File: src/rtl/alu_logic_sched_if.sv
//------------------------------------------------------------------------------
// alu_logic_sched_if
//
// Purpose
//   Bundles the request and result handshakes of the two-requester logic-unit
//   scheduler. The issue side drives the requests and accepts results through
//   the master modport. The scheduler sits on the slave modport.
//
// Signal summary
//   req_valid[1:0]   issue -> sched   per-requester request valid (bit i = req i)
//   req_ready[1:0]   sched -> issue   per-requester accept, at most one bit high
//   req0_op/req1_op  issue -> sched   opcode 00 AND, 01 OR, 10 XOR, 11 XNOR
//   req0_a/req0_b    issue -> sched   requester 0 operands (4 bits)
//   req1_a/req1_b    issue -> sched   requester 1 operands (4 bits)
//   res_valid        sched -> wb      result valid
//   res_ready        wb -> sched      downstream accept
//   res_id           sched -> wb      requester that issued the result
//   res_data[3:0]    sched -> wb      result bits
//   res_zero         sched -> wb      high when res_data is all zeros
//   op_count[7:0]    sched -> wb      completed result handshakes, wraps at 256
//------------------------------------------------------------------------------
`timescale 1ns/1ps

interface alu_logic_sched_if;

   logic [1:0] req_valid;
   logic [1:0] req_ready;
   logic [1:0] req0_op;
   logic [1:0] req1_op;
   logic [3:0] req0_a;
   logic [3:0] req0_b;
   logic [3:0] req1_a;
   logic [3:0] req1_b;

   logic       res_valid;
   logic       res_ready;
   logic       res_id;
   logic [3:0] res_data;
   logic       res_zero;
   logic [7:0] op_count;

   // Issue logic and write-back side: drives requests and result acceptance.
   modport master (
      output req_valid,
      output req0_op,
      output req1_op,
      output req0_a,
      output req0_b,
      output req1_a,
      output req1_b,
      output res_ready,
      input  req_ready,
      input  res_valid,
      input  res_id,
      input  res_data,
      input  res_zero,
      input  op_count
   );

   // Scheduler side: grants requests and presents registered results.
   modport slave (
      input  req_valid,
      input  req0_op,
      input  req1_op,
      input  req0_a,
      input  req0_b,
      input  req1_a,
      input  req1_b,
      input  res_ready,
      output req_ready,
      output res_valid,
      output res_id,
      output res_data,
      output res_zero,
      output op_count
   );

endinterface

File: src/rtl/alu_logic_sched.sv
//------------------------------------------------------------------------------
// alu_logic_sched
//
// Purpose
//   Round-robin scheduler in front of the shared 4-bit logic unit of the ALU.
//   Two clients each present an opcode and a pair of 4-bit operands. One
//   client is granted at a time. Its operation (AND/OR/XOR/XNOR) is evaluated
//   bitwise and registered together with the client ID and a zero flag. The
//   result is held on a valid/ready output until write-back consumes it.
//
// Ports
//   clk   in   single clock, all state updates on the rising edge
//   rst   in   synchronous, active-high reset
//   bus   slave modport of alu_logic_sched_if (request and result handshakes)
//
// Behaviour summary
//   IDLE : req_ready reflects the round-robin grant. An accepted request moves
//          the block to RESP with the result, ID and zero flag registered.
//   RESP : res_valid is high and the result is frozen. No request is accepted.
//          The result handshake bumps op_count and returns the block to IDLE.
//   Throughput is one result every two cycles when res_ready is held high.
//------------------------------------------------------------------------------
`timescale 1ns/1ps

module alu_logic_sched (
   input  logic             clk,
   input  logic             rst,
   alu_logic_sched_if.slave bus
);

   typedef enum logic {
      IDLE = 1'b0,
      RESP = 1'b1
   } state_e;

   state_e     state_q;
   state_e     state_d;
   logic       last_grant_q;
   logic       last_grant_d;
   logic [3:0] res_data_q;
   logic [3:0] res_data_d;
   logic       res_id_q;
   logic       res_id_d;
   logic       res_zero_q;
   logic       res_zero_d;
   logic [7:0] op_count_q;
   logic [7:0] op_count_d;

   logic [1:0] grant;
   logic       sel_id;
   logic [1:0] sel_op;
   logic [3:0] sel_a;
   logic [3:0] sel_b;
   logic [3:0] sel_result;

   // Round-robin grant. A lone requester always wins. When both are valid the
   // one that did not win last time is granted, so each client waits at most
   // one result slot behind the other. Nothing is granted in RESP, and nothing
   // is granted while reset is asserted, which keeps an accept from appearing
   // to happen on an edge that reset actually wins.
   always_comb begin
      grant = 2'b00;
      if ((state_q == IDLE) && !rst) begin
         case (bus.req_valid)
            2'b01:   grant = 2'b01;
            2'b10:   grant = 2'b10;
            2'b11:   grant = last_grant_q ? 2'b01 : 2'b10;
            default: grant = 2'b00;
         endcase
      end
   end

   assign bus.req_ready = grant;

   // Steer the granted requester's payload into the shared logic unit. When
   // nothing is granted the mux output is ignored, so requester 0 is the
   // default choice.
   always_comb begin
      sel_id = 1'b0;
      sel_op = bus.req0_op;
      sel_a  = bus.req0_a;
      sel_b  = bus.req0_b;
      if (grant[1]) begin
         sel_id = 1'b1;
         sel_op = bus.req1_op;
         sel_a  = bus.req1_a;
         sel_b  = bus.req1_b;
      end
   end

   // The shared logic unit itself. All four operations are bitwise, so every
   // result bit depends only on the matching pair of operand bits.
   always_comb begin
      sel_result = 4'b0000;
      case (sel_op)
         2'b00:   sel_result = sel_a & sel_b;
         2'b01:   sel_result = sel_a | sel_b;
         2'b10:   sel_result = sel_a ^ sel_b;
         default: sel_result = ~(sel_a ^ sel_b);
      endcase
   end

   // Next-state logic. Every register holds by default. In IDLE an accept
   // captures the payload-derived result and remembers the winner for the
   // fairness rule. In RESP the result stays frozen until the handshake, which
   // is the only event that advances op_count. The 8-bit add wraps from 255
   // to 0 naturally.
   always_comb begin
      state_d      = state_q;
      last_grant_d = last_grant_q;
      res_data_d   = res_data_q;
      res_id_d     = res_id_q;
      res_zero_d   = res_zero_q;
      op_count_d   = op_count_q;

      case (state_q)
         IDLE: begin
            if (grant != 2'b00) begin
               res_data_d   = sel_result;
               res_id_d     = sel_id;
               res_zero_d   = (sel_result == 4'b0000);
               last_grant_d = sel_id;
               state_d      = RESP;
            end
         end
         RESP: begin
            if (bus.res_ready) begin
               op_count_d = op_count_q + 8'd1;
               state_d    = IDLE;
            end
         end
         default: begin
            state_d = IDLE;
         end
      endcase
   end

   // State and output registers. Reset discards any held result and clears
   // the handshake count. last_grant resets to requester 1 so that requester 0
   // wins the first contended cycle after reset.
   always_ff @(posedge clk) begin
      if (rst) begin
         state_q      <= IDLE;
         last_grant_q <= 1'b1;
         res_data_q   <= 4'b0000;
         res_id_q     <= 1'b0;
         res_zero_q   <= 1'b0;
         op_count_q   <= 8'd0;
      end else begin
         state_q      <= state_d;
         last_grant_q <= last_grant_d;
         res_data_q   <= res_data_d;
         res_id_q     <= res_id_d;
         res_zero_q   <= res_zero_d;
         op_count_q   <= op_count_d;
      end
   end

   // res_valid comes straight from the state register, so every result-side
   // output is a flop and res_ready never reaches req_ready combinationally.
   assign bus.res_valid = (state_q == RESP);
   assign bus.res_data  = res_data_q;
   assign bus.res_id    = res_id_q;
   assign bus.res_zero  = res_zero_q;
   assign bus.op_count  = op_count_q;

endmodule

File: src/flat_wrapper.sv
// flat-port wrapper written by rule: the top's interface ports become plain ports
module alu_logic_sched_flat 
  (clk, rst, bus_req_valid, bus_req0_op, bus_req1_op, bus_req0_a, bus_req0_b, bus_req1_a, bus_req1_b, bus_res_ready, bus_req_ready, bus_res_valid, bus_res_id, bus_res_data, bus_res_zero, bus_op_count);
  alu_logic_sched_if bus_i ();
  input  logic clk;
  input  logic rst;
  input wire logic [$bits(bus_i.req_valid)-1:0] bus_req_valid;
  input wire logic [$bits(bus_i.req0_op)-1:0] bus_req0_op;
  input wire logic [$bits(bus_i.req1_op)-1:0] bus_req1_op;
  input wire logic [$bits(bus_i.req0_a)-1:0] bus_req0_a;
  input wire logic [$bits(bus_i.req0_b)-1:0] bus_req0_b;
  input wire logic [$bits(bus_i.req1_a)-1:0] bus_req1_a;
  input wire logic [$bits(bus_i.req1_b)-1:0] bus_req1_b;
  input wire logic [$bits(bus_i.res_ready)-1:0] bus_res_ready;
  output wire logic [$bits(bus_i.req_ready)-1:0] bus_req_ready;
  output wire logic [$bits(bus_i.res_valid)-1:0] bus_res_valid;
  output wire logic [$bits(bus_i.res_id)-1:0] bus_res_id;
  output wire logic [$bits(bus_i.res_data)-1:0] bus_res_data;
  output wire logic [$bits(bus_i.res_zero)-1:0] bus_res_zero;
  output wire logic [$bits(bus_i.op_count)-1:0] bus_op_count;
  assign bus_i.req_valid = bus_req_valid;
  assign bus_i.req0_op = bus_req0_op;
  assign bus_i.req1_op = bus_req1_op;
  assign bus_i.req0_a = bus_req0_a;
  assign bus_i.req0_b = bus_req0_b;
  assign bus_i.req1_a = bus_req1_a;
  assign bus_i.req1_b = bus_req1_b;
  assign bus_i.res_ready = bus_res_ready;
  assign bus_req_ready = bus_i.req_ready;
  assign bus_res_valid = bus_i.res_valid;
  assign bus_res_id = bus_i.res_id;
  assign bus_res_data = bus_i.res_data;
  assign bus_res_zero = bus_i.res_zero;
  assign bus_op_count = bus_i.op_count;
  alu_logic_sched u_core (.clk(clk), .rst(rst), .bus(bus_i));
endmodule
File: config.mk
export PLATFORM = sky130hd
export DESIGN_NAME = alu_logic_sched_flat
export DESIGN_NICKNAME = d
export VERILOG_FILES = /design/src/rtl/alu_logic_sched_if.sv /design/src/rtl/alu_logic_sched.sv /design/src/flat_wrapper.sv
export SDC_FILE = /design/constraint.sdc
export NUM_CORES = 1
export LEC_CHECK = 0
export CAP_MARGIN = 15
export CORE_ASPECT_RATIO = 1.1
export CORE_MARGIN = 4
export CORE_UTILIZATION = 45
export CTS_CLUSTER_DIAMETER = 80
export DETAILED_ROUTE_END_ITERATION = 6
export HOLD_SLACK_MARGIN = 0.1
export MAX_ROUTING_LAYER = met4
export PLACE_DENSITY_LB_ADDON = 0.1
export SYNTH_ARGS = -nofsm -noshare
export SYNTH_HDL_FRONTEND = slang
export SYNTH_SLANG_ARGS = --single-unit
File: constraint.sdc
create_clock -name clk -period 3.3 [get_ports clk]
set_clock_uncertainty 0.1 [all_clocks]
set_input_delay 0.495 -clock clk [delete_from_list [all_inputs] [get_ports clk]]
set_output_delay 0.495 -clock clk [all_outputs]
set_load 0.005 [all_outputs]
==> results.toml, run 1 <==
[clocking]
clockRootBuffer = "clkbuf_4"
cts_buffer_depth = 2
htree_num_levels = 1
cts.sinks = 16
path_clk_slew_ns = 0.08
cts_tree = "done"
clk_latency_ns = 0.27
numCtsBuffers = 3
post_cts_buffers = 0
cts_hold_buffers = 0
cts_resized = 0

[worst_hold_path]
worstHoldStart = "u_core.bus.res_zero"
min_path_type = "flop to flop"
holdPathStages = 2
min_delay_worst_endpoint = "u_core.bus.res_zero"

[route]
ant_nets = 0
wl_um = 2910
vias = 1097
vias_per_cell = 5.08
drc_errors = 0
drt_iter0_drc = 36
drt_first_pass_iters = 4
wl_per_cell_um = 13.5

[power]
ir_drop_uv = 231
switchingPower_uw = 144
clkPwrFrac = 0.237
swShare = 0.280
p_leak_uw = 0.000739
power.density_nw_per_um2 = 307
p_comb_frac = 0.349
p_total_uw = 513
internal_power_uw = 369
pwr-share-seq = 0.413

[synth]
synth.most_common_cell = "nand2_1"
syn_inst = 142
syn_avg_cell_area_um2 = 8.49
syn_area_um2 = 1210
yosysTopAreaCell = "dfxtp_1"
async_reset_ff_frac = 0
syn-num-nets = 176
synth_edf_count = 0
ys_seq_area_frac = 0.266
synthTopCellsByCount = "20 x nand2_1, 18 x nor2_1, 16 x dfxtp_1"
yosys.area.top_type_share = 0.266
yosys_register_bits = 16
synth_cell_type_count = 40
synth.area.top_cells = "dfxtp_1 27%, ha_1 9.3%, nand2_1 6.2%, nor2_1 5.6%, a2111oi_4 4.6%"
yosysWarnings = 0
synth_ff_type = "dfxtp_1"

[worst_setup_path]
path_class = "input pin to flop"
worstPathRequired_ns = 3.41
cp_max_fo = 10
path_common_cell = "or3_1"
end_kind = "flop"
worst-r2r-setup-slack_ns = 0.73
rr_worst_depth = 10
cp_data_arrival_time_ns = 3.06
r2r-end = "u_core.bus.res_zero"
timing.rr.start = "u_core.bus.res_valid"
start_kind = "input pin"
cp_slowest_cell = "clkdlybuf4s50_1"
crit_chain = "clkdlybuf4s50_1 -> a211oi_4 -> nand2_4 -> mux2i_1 -> inv_1 -> ha_1 -> or3_1 -> or3_1 -> a32oi_1 -> o21ai_2 -> a21oi_2"
cp_slowest_stage_delay_ns = 0.49

[sta]
drv_slew = 0
period_share = 0.894
fin_setup_tns_ns = 0
hold_viol = 0
setup_viol = 0
max_slew_margin = 0.619
rsz0062_at_grt = "no"
min_period_ns = 2.95
worstMarginPinSlew_ns = 0.569
fmax_ghz = 0.339

[die]
die_w_um = 57.4
core_area_um2 = 2540
io_pins = 42
die_y_um = 62.3
rows = 19
die_area_um2 = 3570
start_util = 0.474

[global_route]
overflow = 0
track_usage = 0.180
grt_max_degree = 19
grt_pass1_wl_um = 5180
first_global_vias = 1188
antenna_found_initial = 0

[placement]
dp_hpwl_um = 2400
gp_congestion = 0.817
io_buffers = 41

[outcome]
status = "completed"

[cells_and_area]
final_nets = 220
area_delta_synth_final_pct = 38.7
insertedDiodeCount = 0
drive_gt1_frac = 0.114

[job]
drv_cap = 0
[kinds of logic after synthesis]
group,Yosys count,synth area share
and+or+nand+nor,60,0.247
AOI/OAI and AO/OA,28,0.222
buffers and inverters,17,0.0747
DFF,16,0.266
adders and majority gates,9,0.0934
xor gates and xnor gates,8,0.0643
muxes,4,0.0332
[layout make-up]
class                           count  area (um^2)
Fill cell                         234          871
Multi-Input combinational cell    109          796
Timing Repair Buffer               45          440
Sequential cell                    16          320
Inverter                           11         41.3
Tap cell                           31         38.8
Clock buffer                        4         36.3
[state kept, by name, indices dropped and copies added, names as in the netlist]
register and cells:
u_core.bus.res_id 1, u_core.bus.res_zero 1, u_core.bus.op_count 8, u_core.last_grant_q 1
u_core.bus.res_data 4, u_core.bus.res_valid 1
[layout by cell type (no fill, tap or decap), drive strengths merged, types with 3 or more instances in the layout]
master	n
a21oi	5
and2	3
buf	4
clkbuf	4
clkdlybuf4s50	41
dfxtp	16
ha	9
inv	11
mux2i	4
nand2	21
nand2b	3
nand4	3
nor2	18
o211a	4
o21ai	6
o31a	3
or3	4
xnor2	4
xor2	4
[worst max-delay path by stage]
stage	slack, ns	end	from	cells past startpoint
5_1_grt	0.22	u_core.bus.res_zero	bus_req_valid[0]	11
2_1_floorplan	0.59	u_core.bus.res_zero	rst	11
6_report	0.35	u_core.bus.res_zero	bus_req_valid[0]	11
3_3_place_gp	0.18	u_core.bus.res_zero	bus_req_valid[0]	11
3_5_place_dp	0.06	u_core.bus.res_zero	bus_req_valid[0]	11
4_1_cts	0.35	u_core.bus.res_zero	bus_req_valid[0]	11
[per-stage QoR]
step | setup slack, ns | instance area (um^2) | std cells | utilization | hold slack [ns]
floorplan | 0.592 | 1210 | 142 | - | 0.365
CTS | 0.353 | 1670 | 216 | 0.658 | 0.387
global route | 0.223 | 1670 | 216 | 0.658 | 0.421
finish | 0.351 | 1670 | 216 | 0.658 | 0.382
global placement | 0.179 | 1640 | 212 | 0.643 | 0.366
detailed placement | 0.0646 | 1640 | 212 | 0.643 | 0.372
[worst max-delay path: cells and delay by family]
family,cells,cell delay [ns]
multiplexers,1,0.23
AO/OA/AOI/OAI,4,0.76
AND/OR/NAND/NOR,3,0.82
buffers and inverters,2,0.56
adder cells (fa/ha/maj),1,0.19
[routing by layer]
layer | global-route usage | vias to the layer above | part of all wire | wire, um
li1 | - | 571 | - | -
met1 | 0.194 | 499 | 0.40 | 1170
met2 | 0.325 | 25 | 0.54 | 1580
met3 | 0.0331 | 2 | 0.049 | 144
met4 | 0.0580 | 0 | 0.0062 | 18
met5 | - | - | 0 | 0
[power groups by stage]
stage	sequential, uW	combinational [uW]	clock [uW]
finish	212	179	122
global route	214	198	136
CTS	212	181	130
detailed placement	217	180	0
global placement	216	175	0
floorplan	216	108	0
Note: power is estimated with default switching activity, not from simulation.
==> run 2, diff against run 1 <==
- CAP_MARGIN: 15 -> 5
==> results of run 2 <==
The final DEF is identical to that of run 1; final timing and power are the same.
==> run 3, diff against run 2 <==
- CTS_CLUSTER_DIAMETER: 80 -> 100
==> results of run 3 <==
The final DEF is identical to that of run 1; final timing and power are the same.
